$ cat src/rtl/master_decoder.sv
// AHB-Lite address decoder for one master port, with the registered data-phase
// select for the response mux and a default slave that errors unmapped transfers.
module master_decoder #(
    parameter int unsigned NUM_SLAVES = 2,
    parameter int unsigned ADDR_WIDTH = 32,
    parameter logic [NUM_SLAVES*ADDR_WIDTH-1:0] BASE_ADDR = {32'h1000_0000, 32'h0000_0000},
    parameter logic [NUM_SLAVES*ADDR_WIDTH-1:0] ADDR_MASK = {32'hF000_0000, 32'hF000_0000}
) (
    input  logic                  i_clk,
    input  logic                  i_rst_n,
    input  logic [ADDR_WIDTH-1:0] i_mhaddr,
    input  logic [1:0]            i_mhtrans,
    input  logic                  i_mhready,
    output logic [NUM_SLAVES-1:0] o_hsel_addr,
    output logic [NUM_SLAVES:0]   o_hsel_data,
    output logic                  o_dhreadyout,
    output logic                  o_dhresp,
    output logic [15:0]           o_err_count,
    output logic [ADDR_WIDTH-1:0] o_err_addr
);

    localparam int unsigned SEL_W = NUM_SLAVES + 1;
    localparam int unsigned CNT_W = 16;
    localparam logic [SEL_W-1:0] SEL_RST = SEL_W'(1) << NUM_SLAVES;

    typedef enum logic [1:0] {
        ST_IDLE = 2'd0,
        ST_ERR1 = 2'd1,
        ST_ERR2 = 2'd2
    } state_t;

    logic [NUM_SLAVES-1:0] hsel_c;
    logic                  found_c;
    logic                  nomatch_c;
    logic                  err_start_c;
    logic [SEL_W-1:0]      sel_q;
    state_t                state_q;
    state_t                state_d;
    logic                  ready_d;
    logic                  resp_d;

    // Priority decode: the lowest matching slave index wins on overlap.
    always_comb begin
        hsel_c  = '0;
        found_c = 1'b0;
        for (int i = 0; i < NUM_SLAVES; i++) begin
            if (!found_c &&
                ((i_mhaddr & ADDR_MASK[i*ADDR_WIDTH +: ADDR_WIDTH]) ==
                 BASE_ADDR[i*ADDR_WIDTH +: ADDR_WIDTH])) begin
                hsel_c[i] = 1'b1;
                found_c   = 1'b1;
            end
        end
    end

    assign o_hsel_addr = hsel_c;
    assign nomatch_c   = ~|hsel_c;
    assign err_start_c = i_mhready & nomatch_c & i_mhtrans[1];
    assign o_hsel_data = sel_q;

    // Data-phase select follows the address phase only when the bus advances.
    always_ff @(posedge i_clk or negedge i_rst_n) begin
        if (!i_rst_n) begin
            sel_q <= SEL_RST;
        end else if (i_mhready) begin
            sel_q <= {nomatch_c, hsel_c};
        end
    end

    always_ff @(posedge i_clk or negedge i_rst_n) begin
        if (!i_rst_n) begin
            state_q      <= ST_IDLE;
            o_dhreadyout <= 1'b1;
            o_dhresp     <= 1'b0;
        end else begin
            state_q      <= state_d;
            o_dhreadyout <= ready_d;
            o_dhresp     <= resp_d;
        end
    end

    // Default-slave response: two-cycle ERROR, outputs precomputed from next state.
    always_comb begin
        state_d = state_q;
        ready_d = 1'b1;
        resp_d  = 1'b0;
        case (state_q)
            ST_IDLE: if (err_start_c) state_d = ST_ERR1;
            ST_ERR1: state_d = ST_ERR2;
            ST_ERR2: state_d = err_start_c ? ST_ERR1 : ST_IDLE;
            default: state_d = ST_IDLE;
        endcase
        case (state_d)
            ST_ERR1: begin
                ready_d = 1'b0;
                resp_d  = 1'b1;
            end
            ST_ERR2: resp_d = 1'b1;
            default: ;
        endcase
    end

    // Error log: last unmapped address and a saturating event count.
    always_ff @(posedge i_clk or negedge i_rst_n) begin
        if (!i_rst_n) begin
            o_err_count <= '0;
            o_err_addr  <= '0;
        end else if (err_start_c) begin
            o_err_addr <= i_mhaddr;
            if (o_err_count != '1) begin
                o_err_count <= o_err_count + CNT_W'(1);
            end
        end
    end

endmodule

$ cat config.mk
export PLATFORM = sky130hd
export DESIGN_NAME = master_decoder
export DESIGN_NICKNAME = d
export VERILOG_FILES = /design/src/rtl/master_decoder.sv
export SDC_FILE = /design/constraint.sdc
export NUM_CORES = 1
export LEC_CHECK = 0
export ABC_AREA = 0
export CAP_MARGIN = 20
export CELL_PAD_IN_SITES_DETAIL_PLACEMENT = 0
export CELL_PAD_IN_SITES_GLOBAL_PLACEMENT = 1
export CORE_UTILIZATION = 36
export CTS_BUF_LIST = sky130_fd_sc_hd__clkbuf_8
export DETAILED_ROUTE_END_ITERATION = 12
export PLACE_DENSITY = 0.92
export SLEW_MARGIN = 10
export SYNTH_ARGS = -nofsm -noshare
export SYNTH_HDL_FRONTEND = slang
export SYNTH_SLANG_ARGS = --single-unit
$ cat constraint.sdc
create_clock -name i_clk -period 3.5 [get_ports i_clk]
set_input_delay 0.35 -clock i_clk [delete_from_list [all_inputs] [get_ports i_clk]]
set_output_delay 0.35 -clock i_clk [all_outputs]
set_load 0.1 [all_outputs]
==> reports/metrics.yaml <==
overflow: 0
synth_cell_type_count: 30
slowest_stage: "clkdlybuf4s50_1"
grtUsageTotal: 0.1614
cts_tree: "yes"
cp_top_family: "buffers and inverters"
p_leak_nw: 1.599
via_per_inst: 4.714
power_density_nw_per_um2: 671.5
crit_type: "reg -> out"
max-slew-margin-rel: 0.3408
nets: 355
synth.avg_cell_area_um2: 10.26
syn_to_final_growth_pct: 46.05
post_drt_wl_per_cell_um: 12.74
synth_edf_count: 0
critPathCapture: "o_err_count[8]"
grt_max_degree: 42
fin_util: 0.5571
grt_pass1_wl_um: 8183
ant_nets: 0
h-tree-depth: 2
max-cap-violations: 0
fin_hold_ws_ns: 0.005029
finalSetupViolCount: 0
die_h_um: 81.91
fmax_mhz: 429.3
vias: 1848
rows: 28
drt_iter0_drc: 63
r2r_end: "o_err_count[1]$_DFFE_PN0P_"
synth_nets: 263
layout-drive-gt1-share: 0.09148
cts.hold.buffers_added: 0
ys_async_sr_fraction: 1.000
grt_most_used_layer: "met2"
critPathCaptureType: "output port"
final_max_slew_viol_count: 0
design.core.area_um2: 6026
use_met3: 0.04333
period_share: 0.6655
syn_inst: 224
fp.dieW_um: 81.91
grt_pass1_vias: 1815
syn_area_um2: 2298
dp_cells: 384
r2r-start: "o_err_count[0]$_DFFE_PN0P_"
grt_use_met1: 0.2008
cp.depth: 1
drtPass1Iterations: 4
clkLatencyLatePin_ns: 0.29
synth.ff_latch_count: 55
crit_fanout: 7
status: "finished, final reports clean"
gp_congestion: 0.7686
max_stage_delay_ns: 1.19
postCtsSetupBuffers: 0
dieArea_um2: 6708
r2r_slack_ns: 1.63
yosys_warnings: 0
clock-sinks: 55
post-route-drc-count: 0
initial_utilization: 0.3814
worst_pin_slew_ns: 0.9857
io_buffers: 90
num_antenna_cells: 0
clk_pin_slew_worst_paths_ns: 0.09
arrival_ns: 1.98
crit_buf_inv: 1
post_cts_resized: 0
cp-startpoint: "o_err_count[8]$_DFFE_PN0P_"
hpwl_um: 3515
numCtsBuffers: 5
synthFlopType: "dfrtp_1"
startpoint_type: "flip-flop"
clock_path_buffers: 2
hp-class: "in -> async"
antenna_found_initial: 0
fin_worst_skew_ns: 0.002216
num_io_pins: 92
r2r_cells: 6
hold_violations: 0
instances_no_fill: 392
use_met2: 0.2628
peakVddDrop_uv: 500.3
crit_path_cell_trace: "clkdlybuf4s50_1"
ys_seq_area_frac: 0.5999
min_period_ns: 2.329
fin_tns_setup_ns: 0
cts-root-buf: "clkbuf_8"
rsz0062_at_grt: "no"
finalWirelength_um: 4993
worst-endpoint-required_ns: 3.15
[cell usage in the layout, fill, tap and decap left out, types with 2 or more instances in the layout]
cell,n
and2_1,2
and3_1,2
buf_4,6
clkbuf_8,5
clkdlybuf4s50_1,87
dfrtp_1,53
dfstp_2,2
ha_1,2
inv_1,6
mux2_2,6
nand2_1,96
nand3_1,3
nand4_1,2
nor2_1,4
nor3_1,7
nor3b_1,2
nor4_1,3
xor2_1,13
[power by group]
group,total (mW),switching [mW],leakage [nW],internal (mW)
clock,0.327,0.191,0.0505,0.135
combinational,1.11,0.857,0.865,0.256
sequential,0.815,0.0818,0.684,0.733
total,2.25,1.13,1.60,1.12
[state kept, by name, indices dropped and copies added, names as in the netlist]
name	count
o_hsel_data	3
state_q	2
o_err_addr	32
o_dhreadyout	1
o_dhresp	1
o_err_count	16
[logic make-up (layout without fill, tap and decap cells)]
group	count (synthesis)	after routing	synth area share
xor gates and xnor gates	14	14	0.05335
muxes	6	6	0.02939
buffers and inverters	13	106	0.02558
AOI/OAI and AO/OA	4	4	0.01252
adders and majority gates	2	2	0.01089
DFF	55	55	0.5999
and+or+nand+nor	130	130	0.2684
[through the flow]
| stage | setup WS (ns) | instance area (um^2) | total power, mW |
|---|---|---|---|
| after floorplan | 0.9157 | 2305 | 1.648 |
| after global placement | 1.168 | 3276 | 1.937 |
| after detailed placement | 1.172 | 3276 | 1.946 |
| after CTS | 1.152 | 3357 | 2.282 |
| after global routing | 1.130 | 3357 | 2.348 |
| final | 1.171 | 3357 | 2.254 |
[worst min-delay path by stage]
stage | start | end | slack [ns] | cells past startpoint
final | i_rst_n | o_hsel_data[1]$_DFFE_PN0P_ | 0.005 | 1
after global routing | i_rst_n | o_err_addr[24]$_DFFE_PN0P_ | 0.03 | 1
after CTS | i_rst_n | o_hsel_data[1]$_DFFE_PN0P_ | 0.01 | 1
after detailed placement | i_rst_n | o_hsel_data[1]$_DFFE_PN0P_ | 0.35 | 1
after global placement | i_rst_n | o_hsel_data[1]$_DFFE_PN0P_ | 0.35 | 1
after floorplan | i_rst_n | o_dhresp$_DFF_PN0_ | 0.05 | 0
[synth_stat cells, drive strengths merged, types with 3 or more instances]
cell type | number | area (um^2)
nor2 | 4 | 15.01
mux2 | 6 | 67.56
and3 | 3 | 20.02
xor2 | 13 | 113.9
nand2 | 96 | 360.4
inv | 4 | 15.01
buf | 8 | 40.04
dfrtp | 53 | 1326
nor4 | 5 | 46.29
nor3 | 7 | 35.03
nand4 | 3 | 33.78
nand3 | 3 | 15.01
[final cells by class]
cell class	instances	area (um^2)
inverter	4	15.01
multi-input combinational	156	867.1
tap	75	93.84
fill	553	2669
clock buffer	5	68.82
sequential	55	1379
timing repair buffer	94	920.9
clock inverter	3	12.51
[routing by layer]
metal | part of all wire | wire (um) | vias to the layer above
li1 | - | - | 909
met1 | 0.44 | 2203 | 872
met2 | 0.48 | 2378 | 60
met3 | 0.067 | 333 | 7
met4 | 0.015 | 77 | 0
met5 | 0 | 0 | -
Power figures use the tool's default switching activity.
